File: config.mk
export PLATFORM = sky130hd
export DESIGN_NAME = inst_fetch_unit
export DESIGN_NICKNAME = d
export VERILOG_FILES = /design/src/rtl/inst_fetch_unit.sv
export SDC_FILE = /design/constraint.sdc
export NUM_CORES = 1
export LEC_CHECK = 0
export CAP_MARGIN = 20
export CELL_PAD_IN_SITES_DETAIL_PLACEMENT = 1
export CELL_PAD_IN_SITES_GLOBAL_PLACEMENT = 2
export CORE_ASPECT_RATIO = 0.5
export CORE_UTILIZATION = 24
export CTS_CLUSTER_SIZE = 20
export DETAILED_ROUTE_END_ITERATION = 8
export HOLD_SLACK_MARGIN = 0.08
export PLACE_DENSITY = 0.75
export SLEW_MARGIN = 20
export SYNTH_ARGS = -nofsm -noshare
export SYNTH_HDL_FRONTEND = slang
export SYNTH_SLANG_ARGS = --single-unit
File: constraint.sdc
create_clock -name clk -period 1.9 [get_ports clk]
set_input_delay 0.475 -clock clk [delete_from_list [all_inputs] [get_ports clk]]
set_output_delay 0.475 -clock clk [all_outputs]
set_load 0.03 [all_outputs]
File: src/rtl/inst_fetch_unit.sv
// Instruction fetch stage: owns the PC, issues single-outstanding word reads to instruction
// memory and presents one buffered instruction to the decoder with valid/ready flow control.
module inst_fetch_unit #(
    parameter int unsigned       ADDR_W    = 32,
    parameter logic [ADDR_W-1:0] RESET_PC  = '0,
    parameter logic [31:0]       NOP_INSTR = 32'h0000_0013
) (
    input  logic              clk,
    input  logic              rst_n,
    output logic              imem_req_valid,
    input  logic              imem_req_ready,
    output logic [ADDR_W-1:0] imem_addr,
    input  logic              imem_rsp_valid,
    input  logic [31:0]       imem_rsp_data,
    output logic              if_valid,
    input  logic              if_ready,
    output logic [31:0]       if_instr,
    output logic [ADDR_W-1:0] if_pc,
    output logic [6:0]        if_opcode,
    input  logic              redirect_valid,
    input  logic [ADDR_W-1:0] redirect_pc,
    output logic              misalign_err
);

    typedef enum logic [1:0] {REQ, WAIT, DROP} state_t;

    state_t            state;
    logic [ADDR_W-1:0] pc;
    logic [31:0]       instr_q;
    logic              req_fire;

    // A new request is only issued when the output slot is free or being drained this cycle.
    assign imem_req_valid = rst_n && (state == REQ) && (!if_valid || if_ready);
    assign imem_addr      = pc;
    assign req_fire       = imem_req_valid && imem_req_ready;

    assign if_instr  = if_valid ? instr_q : NOP_INSTR;
    assign if_opcode = if_instr[6:0];

    always_ff @(posedge clk or negedge rst_n) begin
        if (!rst_n) begin
            state        <= REQ;
            pc           <= RESET_PC;
            instr_q      <= NOP_INSTR;
            if_pc        <= '0;
            if_valid     <= 1'b0;
            misalign_err <= 1'b0;
        end else begin
            misalign_err <= redirect_valid && (redirect_pc[1:0] != 2'b00);
            if (redirect_valid) begin
                pc       <= {redirect_pc[ADDR_W-1:2], 2'b00};
                if_valid <= 1'b0;
                unique case (state)
                    REQ:     if (req_fire) state <= DROP;
                    WAIT:    state <= imem_rsp_valid ? REQ : DROP;
                    // A response landing now is the squashed one; nothing is left to discard.
                    DROP:    if (imem_rsp_valid) state <= REQ;
                    default: state <= REQ;
                endcase
            end else begin
                if (if_valid && if_ready) if_valid <= 1'b0;
                unique case (state)
                    REQ: if (req_fire) state <= WAIT;
                    WAIT: begin
                        if (imem_rsp_valid) begin
                            instr_q  <= imem_rsp_data;
                            if_pc    <= pc;
                            if_valid <= 1'b1;
                            pc       <= pc + ADDR_W'(4);
                            state    <= REQ;
                        end
                    end
                    DROP:    if (imem_rsp_valid) state <= REQ;
                    default: state <= REQ;
                endcase
            end
        end
    end

endmodule

==> out/results.ini, run 1 <==
[worst_setup_path]
r2r_start=state[1]$_DFFE_PN0P_
critPathRequiredTime_ns=2.18
critPathArrivalTime_ns=2.15
path_class=register to register
regToRegSetupSlack_ns=0.03
crit_path_start_kind=register
crit_path_max_fanout=10
rr_worst_depth=7
crit_start=state[1]$_DFFE_PN0P_
reg2reg_to=imem_addr[25]$_DFFE_PN0P_
endpoint_kind=register

[detailed_routing]
via_per_inst=4.51
top_layer_used=met4
dr_wl_met3_microns=565
vias=4085
drtIter0Drc=132
drt-total-wl_mm=15.1
wl_met1_mm=6.75
dr.pass1.iters=4
ant_nets=0
wire_per_inst_microns=16.7
drc=0
route.met2.wl_mm=7.69

[die]
pin_count=176
rows=35
start_util_pct=24.8
die_w_microns=198
die-area_sq_um=19900
core_area_sq_um=18700
die_height_microns=100

[clocking]
clk_pin_slew_ns=0.07
root_buffer=clkbuf_16
cts_inserted_buffers=9
clockBufferDepth=2
cts_tree=done
clk_latency_ns=0.35
clock_sinks=96
h-tree-depth=3

[final_layout]
fin_cells=905
diodes=0
syn2layout_area_growth_pct=60.4
n_fill_cell=2099
nets=716
layout-drive-gt1-share_pct=34.7
design_area_sq_um=7420

[timing]
tightestPinTransition_ns=0.544
slew_violations=0
max_clock_freq_ghz=0.535
finalHoldViolCount=0
final-setup-viol-count=0
min_period_ns=1.87
fin_crit_sh_pct=98.5
totalNegativeSetupSlack_ns=0
slew_headroom_pct=63.6
whs_ns=0.111
skew_ns=0.00684
grt_setup_unrepaired=true

[min_path]
hold_path_class=input port to async pin

[place]
port_buffers=171
place_inst=872
dpl_cell_area_sq_um=6940
gp_congestion=0.765
dp_hpwl_mm=11.2

[global_routing]
grt_max_degree=48
grt_usage_pct=15.9
grt_pass1_vias=4391
grt.overflow.total=0
antenna_found_initial=0
grt_pass1_wl_mm=24.1

[logic_synthesis]
yosysUniqueCellTypes=40
synth.cell_area_sq_um=4630
syn_area_per_cell_sq_um=11.1
synth-adder-area-share_pct=1.35
synth_xor_area_share_pct=1.89
synth_area_leaders=dfrtp_1 (50%), mux2_2 (14%), and2_1 (4.1%), nand2_1 (2.8%), or4_1 (2.6%)
synth-edff-count=0
synth.most_common_cell=dfrtp_1
synth_top_area_cell=dfrtp_1
synth_common_cells=dfrtp_1 (93), mux2_2 (59), nand2_1 (35), and2_1 (30), clkbuf_1 (18)
synth_compound_area_share_pct=7.35
yosysSeqAreaShare_pct=52.0
synth_mux_area_share_pct=14.8
synth_top_family_by_area=simple AND/OR/NAND/NOR gates
synth-seq-cells=96
synth_warnings=0
async_flop_share_pct=100
synth_ff_type=dfrtp_1
synth_top_area_share_pct=50.3
yosys.area_share.simple_pct=17.9
syn_inst=417

[power_and_ir_drop]
seqPwrFrac_pct=37.0
swShare_pct=35.3
power.share.clock_pct=22.6
p_leak_nw=3.40
ir_drop_uv=483
p_per_area_nw_per_um2=1150
p_comb_share_pct=40.4
p_int_mw=5.51
p_sw_mw=3.00

[job]
drv_cap=0

[outcome]
status=complete, no violations

-- metrics by stage --
step	power, mW	setup WS, ns	utilization [%]
floorplan	5.04	-0.0162	-
global placement	6.45	-0.348	37.2
detailed placement	6.58	-0.385	37.2
CTS	8.58	0.00338	39.0
global route	9.01	-0.0316	39.8
finish	8.51	0.0291	39.8
-- state kept, by name (all words and copies together) (netlist names) --
name          count
if_pc            30
if_valid          1
imem_addr        30
instr_q          32
misalign_err      1
state             2
-- power by group through the flow --
stage               Sequential [mW]  Combinational (mW)  Clock (mW)
global route                   3.25                3.67        2.08
global placement               3.15                3.30           0
finish                         3.15                3.43        1.92
detailed placement             3.21                3.37           0
floorplan                      3.86                1.18           0
CTS                            3.17                3.42        2.00
-- cell type report --
type | instances | area [sq um] | share of cell area, %
Clock buffer | 10 | 239 | 3.22
Timing Repair Buffer | 247 | 2260 | 30.4
Clock inverter | 6 | 67.6 | 0.910
Sequential cell | 96 | 2430 | 32.7
Tap cell | 259 | 324 | 4.36
Multi-Input combinational cell | 280 | 2080 | 28.0
Inverter | 7 | 31.3 | 0.421
-- logic make-up (layout without fill, tap and decap cells) --
family,after synthesis,after routing
AOI/OAI and AO/OA,53,53
adders and majority gates,5,5
other,1,4
DFF,96,96
muxes,61,61
buffers and inverters,44,270
and+or+nand+nor,147,147
xor gates and xnor gates,10,10
-- critical path: stages (launching register included) --
cell and delay [ns]:
dfrtp_1 0.40, inv_2 0.08, ha_4 0.14, and4_4 0.22, nand4_1 0.13, buf_6 0.16, or4_4 0.50, a31oi_1 0.16
-- routing by layer --
| layer | global-route usage, % | vias to the layer above |
|---|---|---|
| li1 | - | 1935 |
| met5 | 0 | - |
| met3 | 3.49 | 11 |
| met2 | 27.7 | 77 |
| met4 | 3.58 | 0 |
| met1 | 20.1 | 2062 |
-- what timing repair did --
item | CTS | global route
endpoints found under the hold margin | 10 | 0
setup buffers | 3 | 13
setup endpoints to repair | 74 | 39
hold buffers | 1 | 0
resized for setup | 53 | 29
pin swaps | 1 | 9
-- layout by cell type, fill, tap and decap left out, drive strengths merged, types with 2 or more instances in the layout --
cell type / n
or4: 17
nand2: 35
o21ai: 17
and3: 4
mux2i: 2
clkbuf: 12
nor4: 2
dlymetal6s2s: 13
inv: 7
nor2: 17
and4: 5
conb: 4
a21oi: 3
nand2b: 5
o41ai: 2
nand3: 13
dfrtp: 93
mux2: 59
nand4: 13
clkinv: 3
and2: 30
clkdlybuf4s15: 2
xor2: 9
clkinvlp: 2
buf: 111
o31ai: 9
o31a: 2
o211ai: 6
or4b: 2
clkdlybuf4s50: 82
dlygate4sd2: 36
ha: 5
a31oi: 12
dfstp: 3
-- worst max-delay path by stage --
stage	depth (start not counted)	endpoint
global placement	6	imem_addr[27]$_DFFE_PN0P_
global route	7	imem_addr[25]$_DFFE_PN0P_
finish	7	imem_addr[25]$_DFFE_PN0P_
CTS	1	if_pc[19]
floorplan	7	imem_addr[27]$_DFFE_PN0P_
detailed placement	6	imem_addr[27]$_DFFE_PN0P_
Power figures use the tool's default switching activity.
==> run 2: changes to the inputs <==
--- a/config.mk
+++ b/config.mk
@@ -9,11 +9,11 @@
 export CELL_PAD_IN_SITES_DETAIL_PLACEMENT = 1
 export CELL_PAD_IN_SITES_GLOBAL_PLACEMENT = 2
 export CORE_ASPECT_RATIO = 0.5
-export CORE_UTILIZATION = 24
+export CORE_UTILIZATION = 29
 export CTS_CLUSTER_SIZE = 20
 export DETAILED_ROUTE_END_ITERATION = 8
 export HOLD_SLACK_MARGIN = 0.08
-export PLACE_DENSITY = 0.75
+export PLACE_DENSITY = 0.85
 export SLEW_MARGIN = 20
 export SYNTH_ARGS = -nofsm -noshare
 export SYNTH_HDL_FRONTEND = slang
==> constraint.sdc (replaced) <==
create_clock -name clk -period 2.23 [get_ports clk]
set_input_delay 0.5575 -clock clk [delete_from_list [all_inputs] [get_ports clk]]
set_output_delay 0.5575 -clock clk [all_outputs]
set_load 0.03 [all_outputs]
==> out/results.ini, run 2 (synthesis results as in run 1) <==
[outcome]
status=complete, no violations

[detailed_routing]
drt-total-wl_mm=14.1  ; -7.1%
drc=0  ; unchanged
dr.pass1.iters=4  ; unchanged
wire_per_inst_microns=17.3  ; +3.2%
via_per_inst=4.83  ; +7.0%
drtIter0Drc=165  ; +25%
ant_nets=0  ; unchanged
vias=3937  ; -3.6%

[final_layout]
layout_commonest_cell=clkdlybuf4s50_1
layout_common_cells=clkdlybuf4s50_1 (129), dfrtp_1 (93), buf_4 (70)
syn2layout_area_growth_pct=50.6
nets=681  ; -4.9%
design_area_sq_um=6970  ; -6.1%
top_register=instr_q
fin_cells=815  ; -9.9%
fin_util_pct=45.0  ; +5.2 points
largest_reg_flops=32  ; unchanged
diodes=0  ; unchanged
layout-drive-gt1-share_pct=25.2  ; -9.5 points

[place]
dp_hpwl_mm=10.4  ; -8.0%
place_inst=797  ; -8.6%
gp_congestion=0.772  ; +0.93%
port_buffers=171  ; unchanged
dpl_cell_area_sq_um=6680  ; -3.8%

[clocking]
clockBufferDepth=2  ; unchanged
cts_tree=done
clk_pin_slew_ns=0.07  ; about the same
root_buffer=clkbuf_16
post-cts-setup-buffers=0  ; -3
clk_latency_ns=0.34  ; about the same
h-tree-depth=3  ; unchanged
cts_inserted_buffers=9  ; unchanged
clock_sinks=96  ; unchanged

[global_routing]
grt_max_degree=86  ; +79%
antenna_found_initial=0  ; unchanged
grt_pass1_wl_mm=22.8  ; -5.4%
grt_usage_pct=17.6  ; +1.7 points
grt_pass1_vias=4085  ; -7.0%
grt.overflow.total=0  ; unchanged

[die]
core_area_sq_um=15500  ; -17%
rows=32  ; -8.6%
die_w_microns=181  ; -8.9%
start_util_pct=29.9  ; +5.1 points
die-area_sq_um=16500  ; -17%
pin_count=176  ; unchanged
die_height_microns=91.3  ; -8.8%

[job]
drv_cap=0  ; unchanged

[worst_setup_path]
regToRegSetupSlack_ns=0.16  ; +0.13 ns
worstPathCellList=dlygate4sd3_1 -> buf_6 -> and3_1 -> buf_4
endpoint_kind=output port
critPathArrivalTime_ns=1.60  ; -0.55 ns
cp_top_family=buffers and inverters
critPathSlowestCell=dlygate4sd3_1
crit_path_max_fanout=9  ; -1
slowest_delay_ns=0.56  ; +0.06 ns
crit_path_start_kind=input port
path_buf_inv=3  ; +1
critPathRequiredTime_ns=1.67  ; -0.51 ns
path_class=input port to output port

[timing]
grt_setup_unrepaired=false
min_period_ns=2.16
final-setup-viol-count=0  ; unchanged
finalHoldViolCount=0  ; unchanged
fin_crit_sh_pct=97.0
totalNegativeSetupSlack_ns=0  ; unchanged
skew_ns=0.0113  ; +0.00443 ns
slew_violations=0  ; unchanged
max_clock_freq_ghz=0.462

[power_and_ir_drop]
p_leak_nw=2.99  ; -12%
p_per_area_nw_per_um2=991  ; -14%
ir_drop_uv=411  ; -15%
p_total_mw=6.91  ; -19%

[min_path]
hold_path_class=register to register

run 2: cell count changes in the layout (fill, tap and decap cells not counted), moves of 3 or more:
cell,previous run,this run
inv_1,3,6
buf_4,102,70
clkbuf_1,0,4
clkdlybuf4s50_1,82,129
dlymetal6s2s_1,13,1
dfrtp_1,75,93
dlygate4sd2_1,36,5
dfrtp_2,18,0
run 2: final timing paths:
check,startpoint,cells past startpoint,endpoint
max,rst_n,4,imem_req_valid
min,if_pc[26]$_DFFE_PN0P_,2,if_pc[26]$_DFFE_PN0P_
max reg2reg,state[1]$_DFFE_PN0P_,7,imem_addr[25]$_DFFE_PN0P_
min reg2reg,if_pc[26]$_DFFE_PN0P_,2,if_pc[26]$_DFFE_PN0P_
max in group asynchronous,rst_n,3,imem_addr[27]$_DFFE_PN0P_
min in group asynchronous,rst_n,2,if_pc[31]$_DFFE_PN0P_
run 2: repair_timing:
item	CTS	global route
hold buffers	2	0
setup endpoints to repair	5	2
resized for setup	5	2
hold endpoints to repair	6	0
run 2: cell type report:
cell class	count	area (sq um)
timing repair buffer	212	1980
tap	204	255
clock buffer	14	254
multi-input combinational	280	2030
fill	1701	8520
sequential	96	2410
clock inverter	2	15.0
inverter	7	26.3
run 2: through the flow:
step,hold slack [ns],worst slack [ns]
2_1_floorplan,0.262,0.155
3_3_place_gp,0.439,-0.112
3_5_place_dp,0.437,-0.131
4_1_cts,0.489,0.0119
5_1_grt,0.511,0.0284
6_report,0.481,0.0676
run 2: routing by layer:
layer  up-vias  global-route usage [%]  share of wire [%]
met2        87                    29.7                 49
met4         0                    3.42               0.68
met1      1989                    23.4                 46
met3         8                    3.41                3.9
met5         -                       0                  0
li1       1853                       -                  -
run 2: power by group:
part	switching [mW]	internal, mW	leakage [nW]
clock network	0.658	0.790	0.123
logic	1.43	1.32	1.69
registers	0.341	2.37	1.18
total	2.43	4.48	2.99
run 2: worst reg2reg max path, cell delays in order (launching register included):
cell	delay [ns]
dfrtp_1	0.43
inv_1	0.11
ha_1	0.19
and4_1	0.29
nand4_1	0.12
buf_4	0.18
or4_1	0.49
a31oi_1	0.17
==> run 3: changes to the inputs <==
--- a/config.mk
+++ b/config.mk
@@ -5,16 +5,19 @@
 export SDC_FILE = /design/constraint.sdc
 export NUM_CORES = 1
 export LEC_CHECK = 0
+export ABC_AREA = 1
 export CAP_MARGIN = 20
 export CELL_PAD_IN_SITES_DETAIL_PLACEMENT = 1
 export CELL_PAD_IN_SITES_GLOBAL_PLACEMENT = 2
 export CORE_ASPECT_RATIO = 0.5
-export CORE_UTILIZATION = 29
+export CORE_UTILIZATION = 26
 export CTS_CLUSTER_SIZE = 20
 export DETAILED_ROUTE_END_ITERATION = 8
+export GPL_ROUTABILITY_DRIVEN = 0
 export HOLD_SLACK_MARGIN = 0.08
-export PLACE_DENSITY = 0.85
+export PLACE_DENSITY = 0.83
 export SLEW_MARGIN = 20
 export SYNTH_ARGS = -nofsm -noshare
 export SYNTH_HDL_FRONTEND = slang
 export SYNTH_SLANG_ARGS = --single-unit
+export TNS_END_PERCENT = 20
==> out/results.ini, run 3 <==
[logic_synthesis]
synth_common_cells=nand2_1 (295), dfrtp_1 (93), inv_1 (74), nor2_1 (52), o21ai_0 (33)
synth_top_area_cell=dfrtp_1
synth-edff-count=0  ; unchanged
async_flop_share_pct=100  ; unchanged
synth-seq-cells=96  ; unchanged
synth_area_leaders=dfrtp_1 (46%), nand2_1 (22%), inv_1 (5.5%), nor2_1 (3.8%), o21ai_0 (3.3%)
synth_warnings=0  ; unchanged
syn_area_per_cell_sq_um=7.37  ; -34%
synth.most_common_cell=nand2_1
syn_inst=689  ; +65%
synth_ff_type=dfrtp_1
yosysSeqAreaShare_pct=47.4  ; -4.6 points
synth.cell_area_sq_um=5080  ; +9.7%
synth_top_area_share_pct=45.8  ; -4.5 points
yosysUniqueCellTypes=37  ; -7.5%

[place]
pre_cts_slack_ns=0.0971  ; +0.228 ns
dp_hpwl_mm=12.8  ; +24%
place_inst=1099  ; +38%
dpl_cell_area_sq_um=6960  ; +4.1%
port_buffers=171  ; unchanged

[power_and_ir_drop]
p_per_area_nw_per_um2=1060  ; +7.3%
power.share.clock_pct=21.1  ; about the same
seqPwrFrac_pct=37.9  ; -1.3 points
ir_drop_uv=373  ; -9.2%
p_leak_nw=3.67  ; +23%
p_sw_mw=3.14  ; +29%
p_total_mw=7.73  ; +12%
p_comb_share_pct=41.0  ; +1.2 points
p_int_mw=4.58  ; +2.4%
swShare_pct=40.7  ; +5.5 points

[final_layout]
layout_common_cells=nand2_1 (294), clkdlybuf4s50_1 (128), dfrtp_1 (92)
fin_cells=1115  ; +37%
top_register=instr_q
n_fill_cell=2338  ; +37%
layout_commonest_cell=nand2_1
diodes=0  ; unchanged
layout-drive-gt1-share_pct=11.1  ; -14 points
syn2layout_area_growth_pct=43.0
largest_reg_flops=32  ; unchanged
design_area_sq_um=7260  ; +4.2%
fin_util_pct=38.8  ; -6.2 points
nets=926  ; +36%

[worst_setup_path]
crit_path_start_kind=register
regToRegSetupSlack_ns=0.37  ; +0.21 ns
rr_worst_depth=8  ; +1
path_buf_inv=1  ; -2
critPathSlowestCell=clkdlybuf4s50_1
path_class=register to output port
crit_cells=1  ; -3
worstPathCellList=clkdlybuf4s50_1
r2r_start=imem_addr[2]$_DFFE_PN0P_
slowest_delay_ns=0.75  ; +0.19 ns
critPathArrivalTime_ns=1.60  ; about the same
worstSetupEndpoint=imem_addr[19]
crit_path_max_fanout=6  ; -3
endpoint_kind=output port
critPathRequiredTime_ns=1.67  ; about the same
cp_top_family=buffers and inverters
reg2reg_to=imem_addr[20]$_DFFE_PN0P_
crit_start=imem_addr[19]$_DFFE_PN0P_

[timing]
tightestPinTransition_ns=0.580
min_period_ns=2.16  ; -0.00173 ns
slew_headroom_pct=61.3
setup_slack_ns=0.0693  ; +0.00173 ns
finalHoldViolCount=0  ; unchanged
whs_ns=0.269  ; -0.212 ns
skew_ns=0.00880  ; -0.00247 ns
fin_crit_sh_pct=96.9  ; about the same
max_clock_freq_ghz=0.463  ; about the same
slew_violations=0  ; unchanged
totalNegativeSetupSlack_ns=0  ; unchanged
grt_setup_unrepaired=false
final-setup-viol-count=0  ; unchanged

[die]
pin_count=176  ; unchanged
start_util_pct=27.1  ; -2.8 points
core_area_sq_um=18700  ; +21%
die-area_sq_um=20100  ; +22%
die_height_microns=101  ; +10%
rows=35  ; +9.4%
die_w_microns=200  ; +11%

[detailed_routing]
wl_met1_mm=8.40  ; +30%
route.met2.wl_mm=8.04  ; +16%
ant_nets=0  ; unchanged
drtIter0Drc=210  ; +27%
dr.pass1.iters=4  ; unchanged
vias=4914  ; +25%
via_per_inst=4.41  ; -8.8%
top_layer_used=met4
drc=0  ; unchanged
wire_per_inst_microns=15.6  ; -9.8%
dr_wl_met3_microns=717  ; +31%
drt-total-wl_mm=17.4  ; +23%

[global_routing]
grt.overflow.total=0  ; unchanged
grt_max_degree=97  ; +13%
grt_usage_pct=17.7  ; +0.18 points
antenna_found_initial=0  ; unchanged
grt_pass1_vias=5082  ; +24%
grt_pass1_wl_mm=27.6  ; +21%

[job]
drv_cap=0  ; unchanged

[clocking]
root_buffer=clkbuf_16
cts_tree=done
clk_pin_slew_ns=0.07  ; about the same
clk_latency_ns=0.35  ; about the same
h-tree-depth=3  ; unchanged
ctsHoldBuffers=0  ; -2
clockBufferDepth=2  ; unchanged
post-cts-setup-buffers=0  ; unchanged
cts_inserted_buffers=9  ; unchanged
clock_sinks=96  ; unchanged

[min_path]
hold_path_class=input port to async pin

[outcome]
status=complete, no violations

run 3: cell count changes after synthesis, sizes merged, moves of 17 or more:
| cell | before | now |
|---|---|---|
| nand2 | 35 | 300 |
| inv | 6 | 77 |
| mux2 | 59 | 0 |
| nor2 | 17 | 62 |
| and2 | 30 | 0 |
| o21ai | 17 | 37 |
| or4 | 17 | 0 |
run 3: power by group through the flow:
stage | Combinational, mW | Sequential (mW) | Clock (mW)
2_1_floorplan | 1.17 | 3.56 | 0
3_3_place_gp | 3.16 | 2.95 | 0
3_5_place_dp | 3.22 | 2.96 | 0
4_1_cts | 3.22 | 2.94 | 1.69
5_1_grt | 3.47 | 3.03 | 1.76
6_report | 3.17 | 2.93 | 1.63
run 3: cell type report:
class / instances / area (sq um) / share of cell area (%)
clock inverters: 7 / 77.6 / 1.07
multi-input cells: 482 / 2170 / 29.9
clock buffers: 9 / 225 / 3.10
inverters: 77 / 289 / 3.98
well taps: 259 / 324 / 4.46
repair buffers: 185 / 1770 / 24.3
flip-flops and latches: 96 / 2410 / 33.1
run 3: worst min-delay path by stage:
stage	startpoint	to	slack (ns)
final	rst_n	state[0]$_DFFE_PN0P_	0.27
after global routing	rst_n	if_pc[8]$_DFFE_PN0P_	0.32
after CTS	rst_n	if_pc[10]$_DFFE_PN0P_	0.31
after detailed placement	instr_q[0]$_DFFE_PN1P_	instr_q[0]$_DFFE_PN1P_	0.46
after global placement	instr_q[1]$_DFFE_PN1P_	instr_q[1]$_DFFE_PN1P_	0.46
after floorplan	rst_n	if_pc[10]$_DFFE_PN0P_	0.26
run 3: cells by family after synthesis:
logic type / share of synthesized area, %
adder cells (fa/ha/maj): 1.23
AO/OA/AOI/OAI: 6.53
XOR/XNOR: 1.21
buffers and inverters: 10.2
other: 0.0738
AND/OR/NAND/NOR: 33.4
flip-flops: 47.4
run 3: timing repair:
item	4_1_cts	5_1_grt
gates resized for setup	8	2
setup endpoints to repair	7	8
hold endpoints to repair	0	0
run 3: routing by layer:
metal	vias to the layer above	global-route usage, %
met1	2399	24.3
met5	-	0
met4	0	3.35
met3	11	3.51
met2	83	29.2
li1	2421	-
